[src/rtl/sw_pkg.sv]
// Shared types and field helpers for the switch input buffer.
package sw_pkg;

  typedef enum logic [1:0] {
    BODY     = 2'b00,
    HEAD     = 2'b01,
    TAIL     = 2'b10,
    HEADTAIL = 2'b11
  } flit_type_e;

  typedef enum logic [1:0] {
    IDLE,
    REQ,
    XFER,
    DROP
  } state_e;

  localparam int TYPE_W = 2;

  function automatic int vc_width(input int num_vc);
    return (num_vc > 1) ? $clog2(num_vc) : 1;
  endfunction

  function automatic int flit_width(input int data_w, input int num_vc);
    return 1 + vc_width(num_vc) + TYPE_W + data_w;
  endfunction

  // Head and headtail share bit 0, tail and headtail share bit 1.
  function automatic logic is_head(input logic [TYPE_W-1:0] t);
    return t[0];
  endfunction

  function automatic logic is_tail(input logic [TYPE_W-1:0] t);
    return t[1];
  endfunction

endpackage

[src/rtl/ib_fifo.sv]
// Per-VC flit FIFO; full is occupancy-only, so a same-cycle pop never frees room for a push.
module ib_fifo #(
  parameter int DEPTH = 4,
  parameter int WIDTH = 36
) (
  input  logic             clk,
  input  logic             rst,
  input  logic             push,
  input  logic [WIDTH-1:0] data,
  input  logic             pop,
  output logic             full,
  output logic             empty,
  output logic [WIDTH-1:0] front
);

  localparam int AW = $clog2(DEPTH);

  logic [WIDTH-1:0] mem [DEPTH];
  logic [AW-1:0]    rd_ptr;
  logic [AW-1:0]    wr_ptr;
  logic [AW:0]      count;
  logic             do_push;
  logic             do_pop;

  assign full    = (count == (AW+1)'(DEPTH));
  assign empty   = (count == '0);
  assign do_push = push && !full;
  assign do_pop  = pop && !empty;
  assign front   = mem[rd_ptr];

  // Storage array, written only on accepted pushes.
  always_ff @(posedge clk) begin
    if (do_push) mem[wr_ptr] <= data;
  end

  // Pointers and occupancy; power-of-two depth lets the pointers wrap by overflow.
  always_ff @(posedge clk or posedge rst) begin
    if (rst) begin
      rd_ptr <= '0;
      wr_ptr <= '0;
      count  <= '0;
    end else begin
      if (do_push) wr_ptr <= wr_ptr + 1'b1;
      if (do_pop)  rd_ptr <= rd_ptr + 1'b1;
      case ({do_push, do_pop})
        2'b10:   count <= count + 1'b1;
        2'b01:   count <= count - 1'b1;
        default: count <= count;
      endcase
    end
  end

endmodule

[src/rtl/ib_vc.sv]
// Input buffer with per-VC FIFOs, round-robin packet selection and wormhole forwarding.
module ib_vc
  import sw_pkg::*;
#(
  parameter int DATA_W   = 32,
  parameter int DEPTH    = 4,
  parameter int NUM_VC   = 2,
  parameter int NUM_PORT = 5,
  parameter int DST_W    = 3,
  localparam int VC_W    = vc_width(NUM_VC),
  localparam int FLIT_W  = flit_width(DATA_W, NUM_VC)
) (
  input  logic                clk,
  input  logic                rst,
  input  logic [FLIT_W-1:0]   pkti,
  output logic [FLIT_W-1:0]   pkto,
  output logic [NUM_PORT-1:0] req,
  input  logic                ack,
  output logic [NUM_VC-1:0]   full,
  output logic [NUM_VC-1:0]   credit,
  output logic                err_ovf,
  output logic                err_pkt
);

  localparam int TYPE_LSB = DATA_W;
  localparam int VC_LSB   = DATA_W + TYPE_W;

  state_e              state, state_nxt;
  logic [VC_W-1:0]     sel_vc, sel_nxt;
  logic [VC_W-1:0]     rr_ptr, rr_nxt;
  logic [NUM_PORT-1:0] req_nxt;
  logic                err_pkt_nxt;
  logic                ovf_nxt;
  logic [NUM_VC-1:0]   push;
  logic [NUM_VC-1:0]   pop;
  logic [NUM_VC-1:0]   empty;
  logic [FLIT_W-1:0]   front [NUM_VC];

  logic                in_valid;
  logic [VC_W-1:0]     in_vc;
  logic                found;
  logic [VC_W-1:0]     pick;
  logic [VC_W-1:0]     cand;
  logic [TYPE_W-1:0]   pick_type;
  logic [DST_W-1:0]    pick_dst;
  logic                dst_ok;
  logic [FLIT_W-1:0]   sel_flit;
  logic [TYPE_W-1:0]   sel_type;
  logic                sel_empty;

  assign in_valid  = pkti[FLIT_W-1];
  assign in_vc     = pkti[VC_LSB +: VC_W];
  assign pick_type = front[pick][TYPE_LSB +: TYPE_W];
  assign pick_dst  = front[pick][DST_W-1:0];
  assign dst_ok    = (32'(pick_dst) < 32'(NUM_PORT));
  assign sel_flit  = front[sel_vc];
  assign sel_type  = sel_flit[TYPE_LSB +: TYPE_W];
  assign sel_empty = empty[sel_vc];

  for (genvar g = 0; g < NUM_VC; g++) begin : g_fifo
    ib_fifo #(
      .DEPTH (DEPTH),
      .WIDTH (FLIT_W)
    ) u_fifo (
      .clk   (clk),
      .rst   (rst),
      .push  (push[g]),
      .data  (pkti),
      .pop   (pop[g]),
      .full  (full[g]),
      .empty (empty[g]),
      .front (front[g])
    );
  end

  // Steer an incoming flit to its VC, or flag it as an overflow when that VC is full.
  always_comb begin
    push    = '0;
    ovf_nxt = 1'b0;
    for (int v = 0; v < NUM_VC; v++) begin
      if (in_valid && (in_vc == VC_W'(v))) begin
        if (full[v]) ovf_nxt = 1'b1;
        else         push[v] = 1'b1;
      end
    end
  end

  // Round-robin scan for the first non-empty VC, starting just after the last one served.
  always_comb begin
    found = 1'b0;
    pick  = '0;
    cand  = '0;
    for (int i = 1; i <= NUM_VC; i++) begin
      cand = VC_W'((int'(rr_ptr) + i) % NUM_VC);
      if (!found && !empty[cand]) begin
        found = 1'b1;
        pick  = cand;
      end
    end
  end

  // Packet FSM: route decode in IDLE, streaming in REQ/XFER, discard of malformed packets in DROP.
  always_comb begin
    state_nxt   = state;
    sel_nxt     = sel_vc;
    rr_nxt      = rr_ptr;
    req_nxt     = req;
    err_pkt_nxt = 1'b0;
    pop         = '0;
    pkto        = '0;
    case (state)
      IDLE: begin
        if (found) begin
          sel_nxt = pick;
          if (is_head(pick_type) && dst_ok) begin
            req_nxt   = NUM_PORT'(1) << pick_dst;
            state_nxt = REQ;
          end else begin
            err_pkt_nxt = 1'b1;
            state_nxt   = DROP;
          end
        end
      end
      REQ, XFER: begin
        if (!sel_empty) begin
          pkto           = sel_flit;
          pkto[FLIT_W-1] = 1'b1;
          if (ack) begin
            pop[sel_vc] = 1'b1;
            if (is_tail(sel_type)) begin
              req_nxt   = '0;
              rr_nxt    = sel_vc;
              state_nxt = IDLE;
            end else if (state == REQ) begin
              state_nxt = XFER;
            end
          end
        end
      end
      DROP: begin
        if (!sel_empty) begin
          pop[sel_vc] = 1'b1;
          if (is_tail(sel_type)) begin
            rr_nxt    = sel_vc;
            state_nxt = IDLE;
          end
        end
      end
      default: state_nxt = IDLE;
    endcase
  end

  // State, selection, request and pulse registers; reset drops req immediately.
  always_ff @(posedge clk or posedge rst) begin
    if (rst) begin
      state   <= IDLE;
      sel_vc  <= '0;
      rr_ptr  <= '0;
      req     <= '0;
      credit  <= '0;
      err_ovf <= 1'b0;
      err_pkt <= 1'b0;
    end else begin
      state   <= state_nxt;
      sel_vc  <= sel_nxt;
      rr_ptr  <= rr_nxt;
      req     <= req_nxt;
      credit  <= pop;
      err_ovf <= ovf_nxt;
      err_pkt <= err_pkt_nxt;
    end
  end

endmodule

[config.mk]
export PLATFORM = sky130hd
export DESIGN_NAME = ib_vc
export DESIGN_NICKNAME = d
export VERILOG_FILES = /design/src/rtl/sw_pkg.sv /design/src/rtl/ib_fifo.sv /design/src/rtl/ib_vc.sv
export SDC_FILE = /design/constraint.sdc
export NUM_CORES = 1
export LEC_CHECK = 0
export ABC_AREA = 1
export CAP_MARGIN = 20
export CELL_PAD_IN_SITES_DETAIL_PLACEMENT = 1
export CELL_PAD_IN_SITES_GLOBAL_PLACEMENT = 1
export CORE_MARGIN = 10
export CORE_UTILIZATION = 50
export CTS_BUF_LIST = sky130_fd_sc_hd__clkbuf_2
export DETAILED_ROUTE_END_ITERATION = 8
export PLACE_DENSITY_LB_ADDON = 0.1
export SYNTH_ARGS = -nofsm -noshare
export SYNTH_HDL_FRONTEND = slang
export SYNTH_SLANG_ARGS = --single-unit
[constraint.sdc]
create_clock -name clk -period 4 [get_ports clk]
set_input_delay 0.8 -clock clk [delete_from_list [all_inputs] [get_ports clk]]
set_output_delay 0.8 -clock clk [all_outputs]
set_load 0.05 [all_outputs]
# [Word level (Yosys, flattened, before mapping)]
# Memories as Yosys holds them, arrays and structs flattened.
# Index checks and enable logic that the tools add are counted.
# W data, S select, Z words.
[op_classes] n_addsub=10 n_div=0 mul=0 bitwise=3 magnitude_cmp=7 muxes=61 n_reduce_logical=26 shifts=1 eq_ne=17
[ops] cell="$mux W35" count=3
[ops] cell="$mux W33" count=3
[ops] cell="$mux W36" count=2
[ops] cell="$mux W1" count=30
[ops] cell="$mux W5" count=5
[ops] cell="$mux W2" count=11
[ops] cell="$ne A2 B2 Y1 const B" count=7
[ops] cell="$pmux W3 S2" count=2
[ops] cell="$reduce_and A6 Y1" count=2
[ops] cell="$pmux W5 S2" count=1
[ops] cell="$logic_and A1 B1 Y1" count=9
[ops] cell="$add A2 B1 Y2 const B" count=4
[ops] cell="$eq A2 B2 Y1 const B" count=4
[ops] cell="$reduce_bool A2 Y1" count=4
[ops] cell="$add A3 B1 Y3 const B" count=2
[ops] cell="$eq A2 B1 Y1 const B" count=3
[ops] cell="$eq A3 B3 Y1 const B" count=2
[ops] cell="$logic_not A3 Y1" count=2
[ops] cell="$lt A1 B2 Y1 const B" count=3
[ops] cell="$pmux W2 S3" count=1
[ops] cell="$sub A3 B1 Y3 const B" count=2
[ops] cell="$logic_not A1 Y1" count=5
[ops] cell="$shl A1 B3 Y5 const A" count=1
[ops] cell="$ge A2 B2 Y1 const B" count=2
[ops] cell="13 further kinds" count=15
[word_totals] regBits=27 memories=2 mem_bits_rw=288 inputBits=39 latchBits=0 rom_bits=0 output_inout_bits=47 wordCells=140
[memory_table] memory="g_fifo[0].u_fifo.mem" words=4 word_bits=36 rd=1 rd_ports_with_merged_regs=0 write_ports=1 line="ib_fifo.sv:18" rtl="logic [WIDTH-1:0] mem [DEPTH];"
[memory_table] memory="g_fifo[1].u_fifo.mem" words=4 word_bits=36 rd=1 rd_ports_with_merged_regs=0 write_ports=1 line="ib_fifo.sv:18"

# [Longest topological paths before layout]
# Gate-level depths: netlist (run 1).
[depth] word_depth=15 mapped_depth=14 ltp_nobuf=13

# [Modules after synthesis]
# From an unflattened synthesis (run 1), not the netlist that was laid out.
[hier_totals] hier_cells=1196 area_unflattened_um2=14122.3
[by_module_without_submodules] module="ib_fifo" cells_per_inst=481 instances=2 area_per_inst_um2=6403.6 seq_area_each_um2=4499.3
[by_module_without_submodules] module="ib_vc" cells_per_inst=234 instances=1 area_per_inst_um2=1315.0 seq_area_each_um2=325.3

# [Worst setup path after synthesis (run 1)]
# Ideal clock, no wire load.
[synth_timing] path_type="register to output" start="reg state[0]" end="out pkto[25]" n_path_buf=1 setup_slack_ns=0.856 required_ns=3.200 arrival_ns=2.344 path_stages_with_launch=8 cell_sequence="dfrtp_1 inv_1 ha_1 inv_1 nor2_4 buf_2 o21ai_0 a31oi_1"
[synth_between] elab_chain_len=3 word_cells_on_any_way=4 cone_classes="eq/ne (2); mux (1); reduce/logical (1)"
[synth_rtl] item="from (decl)" line="ib_vc.sv:28" rtl="state_e state, state_nxt;"
[synth_rtl] item="from (signal assigned)" line="ib_vc.sv:164" rtl="state <= state_nxt;"
[synth_rtl] item="$eq A2 B1 Y1 / $eq A2 B2 Y1 (equally long branches)" line="ib_vc.sv:111" rtl="case (state)"
[synth_rtl] item="$reduce_or A2 Y1 *" line="ib_vc.sv:111"
[synth_rtl] item="$mux W36 *" line="ib_vc.sv:111"
[synth_rtl] item="to (decl)" line="ib_vc.sv:16" rtl="output logic [FLIT_W-1:0] pkto,"
# Every way passes the cells marked *; elsewhere a longest branch is shown, timed or not.

# [Final worst setup path (run 1)]
[layout_timing] start="reg state[0]" end="out pkto[19]"
# The elaborated chain is that of the path after synthesis.

==> flow_metrics.py, run 1 <==
metrics = {
    "clocking": {
        "root_buffer": "clkbuf_2",
        "path_clk_slew_ns": 0.11,
        "cts_tree": "built",
        "cts_made_buffers": 76,
        "cts_hold_buf": 0,
        "worstSkewPairLatency_ns": 0.87,
        "clockBufferDepth": 3,
        "cts_sinks": 307,
        "cts_htree_levels": 3,
    },
    "critical_path": {
        "required_ns": 3.20,
        "crit_start": "state[0]",
        "worstSetupStartpointType": "flop",
        "timing.rr.start": "state[0]",
        "critPathMaxStageDelay_ns": 0.41,
        "path_cells": "inv_1, ha_1, inv_1, nor2_4, buf_4, buf_4, o21ai_1, a31oi_1, buf_12",
        "critical_path_arrival_ns": 3.05,
        "critical_path_class": "flop to output port",
        "path_delay_family": "buffers and inverters",
        "cp_num_buf_inv": 5,
        "crit_path_max_fanout": 13,
        "crit_slowest_cell": "dfrtp_1",
        "crit_path_end_kind": "output port",
    },
    "placement": {
        "dp_slack_ns": 0.619,
        "routabilityCongestion": 0.776,
        "placed_area_um2": 14100,
        "io_buffers": 85,
        "dp_hpwl_mm": 19.6,
        "dp_cells": 1389,
    },
    "layout": {
        "layout.cells.non_filler": 1516,
        "final_cell_mix": "edfxtp_1, nor2_1, o21ai_0",
        "area_growth_pct": 18.1,
        "drive_above_1_share": 0.173,
        "num-fill-cells": 2506,
        "fin_nets": 1202,
        "final_common_cell": "edfxtp_1",
        "final_area_um2": 14800,
        "multi_input_area_um2": 3050,
        "regArea_um2": 9090,
    },
    "synth": {
        "yosysTopAreaCell": "edfxtp_1",
        "ys_types": 31,
        "syn_inst": 1016,
        "synth-seq-cells": 307,
        "syn_nets": 1070,
        "synth_ff_type": "edfxtp_1",
        "syn_area_um2": 12500,
        "synthArstFlopShare": 0.0879,
        "synth_edf_count": 280,
        "ys_seq_area_frac": 0.726,
        "ys.warnings.count": 0,
        "ys_top_cells_by_area": "edfxtp_1, o21ai_0, nor2_1",
        "synth_top_area_share": 0.672,
        "syn_area_per_cell_um2": 12.3,
    },
    "routing": {
        "drtIter0Drc": 564,
        "first_pass_iters": 5,
        "drc": 0,
        "via_per_inst": 5.65,
        "routed-via-count": 8564,
        "detail-route-antenna-nets": 0,
        "wl_per_cell_um": 22.1,
        "finalWirelength_mm": 33.5,
    },
    "floorplan": {
        "coreArea_um2": 24500,
        "die_area_um2": 31800,
        "std_cell_rows": 57,
        "start_util": 0.512,
        "boundaryPins": 86,
        "die_w_um": 178,
        "die_h_um": 178,
    },
    "pwr": {
        "power_leakage_nw": 5.35,
        "power.total_mw": 13.3,
        "p_per_area_nw_per_um2": 903,
        "peakVddDrop_uv": 530,
    },
    "worst_hold_path": {
        "min_path_type": "input pin to async pin",
    },
    "run_status": {
        "status": "complete, no violations",
    },
    "grt": {
        "grt_pass1_wl_mm": 51.9,
        "grt_max_degree": 73,
        "met1_usage": 0.240,
        "met3_usage": 0.0427,
        "gr-usage-met2": 0.385,
        "first_global_vias": 9411,
        "grt_antenna_before_repair": 1,
        "grt_usage": 0.212,
        "grt.busiest_layer": "met2",
        "grt_overflow": 0,
    },
    "sta": {
        "rsz0062_at_grt": "no",
        "finalHoldViolCount": 0,
        "fin_crit_sh": 0.962,
        "min_period_ns": 3.85,
        "relSlewSlack": 0.495,
        "fmax_ghz": 0.260,
        "setup_slack_ns": 0.150,
        "fin_skew_ns": 0.0543,
        "setup_violations": 0,
        "finalMaxSlewViolations": 0,
        "fin_tns_setup_ns": 0,
        "worst_pin_slew_ns": 0.758,
    },
    "flow_run": {
        "drv_cap": 0,
    },
}
[metal layers]
| metal | up-vias | routed length [um] |
|---|---|---|
| li1 | 3914 | - |
| met1 | 4388 | 13500 |
| met2 | 213 | 17800 |
| met3 | 49 | 1520 |
| met4 | 0 | 619 |
| met5 | - | 0 |
[path summary, 6_finish.rpt]
check / end / slack (ns) / cells past startpoint
worst max-delay path: pkto[19] / 0.15 / 9
worst min-delay path: req[3] / 0.33 / 2
worst max register to register: g_fifo[0].u_fifo.count[2] / 1.02 / 12
worst min register to register: req[0] / 0.48 / 2
max in group asynchronous: credit[0] / 3.13 / 3
min in group clk: req[0] / 0.48 / 2
[state kept, by name (all words and copies together), names as in the netlist]
signal,cells
err_ovf,1
state,2
req,5
sel_vc,1
g_fifo.u_fifo.rd_ptr,4
credit,2
err_pkt,1
g_fifo.u_fifo.mem,280
rr_ptr,1
g_fifo.u_fifo.count,6
g_fifo.u_fifo.wr_ptr,4
[repair_timing]
item                                    in CTS  in global routing
endpoints found under the setup margin      22                  4
hold endpoints to repair                     0                  0
gates resized for setup                      0                  2
pin swaps                                    1                  0
setup buffers                                4                  0
[final cells by class]
class | instances | area share
sequential | 307 | 0.615
multi-input combinational | 607 | 0.206
timing repair buffer | 111 | 0.0978
clock buffer | 107 | 0.0362
tap | 324 | 0.0274
inverter | 45 | 0.0119
clock inverter | 14 | 0.00533
antenna | 1 | 0.000169
[per-stage QoR]
stage / hold WS (ns) / utilization
after global placement: 0.460 / 0.577
after floorplan: 0.453 / -
after detailed placement: 0.468 / 0.577
after CTS: 0.491 / 0.603
final: 0.335 / 0.604
after global routing: 0.314 / 0.604
[worst reg2reg max path: stages, from the launching register on]
cell,delay (ns)
dfrtp_1,0.41
inv_1,0.06
ha_1,0.38
nand2_1,0.11
nand2_1,0.07
nand2_1,0.12
nor3_1,0.55
ha_1,0.26
inv_1,0.07
fa_1,0.38
a21oi_1,0.15
o21ai_0,0.14
xor2_1,0.16
[synth_stat cells (6+ instances only)]
cell type,count
a21oi_1,10
xor2_1,8
nor3_1,7
a31oi_1,31
o22ai_1,31
edfxtp_1,280
o21ai_0,162
clkbuf_1,35
nand2_1,81
dfrtp_1,27
buf_2,13
nand3_1,28
nor2_1,209
inv_1,38
o21ai_1,6
ha_1,13
[power breakdown]
part	switching [mW]	internal (mW)	total, mW
clock	1.21	0.767	1.98
sequential	0.208	3.94	4.15
combinational	4.68	2.54	7.22
[kinds of logic (layout without fill, tap and decap cells)]
group                    count (synthesis)  after routing  share of synthesized area
XOR/XNOR                                10             10                    0.00700
flip-flops                             307            307                      0.726
other                                    0              1                          0
AND/OR/NAND/NOR                        342            342                      0.113
buffers and inverters                  102            277                     0.0356
AO/OA/AOI/OAI                          240            240                      0.102
adder cells (fa/ha/maj)                 15             15                     0.0162
(Power assumes the default switching activity.)
==> run 2, diff against run 1 <==
--- a/config.mk
+++ b/config.mk
@@ -6,7 +6,7 @@
 export NUM_CORES = 1
 export LEC_CHECK = 0
 export ABC_AREA = 1
-export CAP_MARGIN = 20
+export CAP_MARGIN = 10
 export CELL_PAD_IN_SITES_DETAIL_PLACEMENT = 1
 export CELL_PAD_IN_SITES_GLOBAL_PLACEMENT = 1
 export CORE_MARGIN = 10
==> results of run 2 <==
No change in the layout: final DEF, timing and power equal those of run 1.
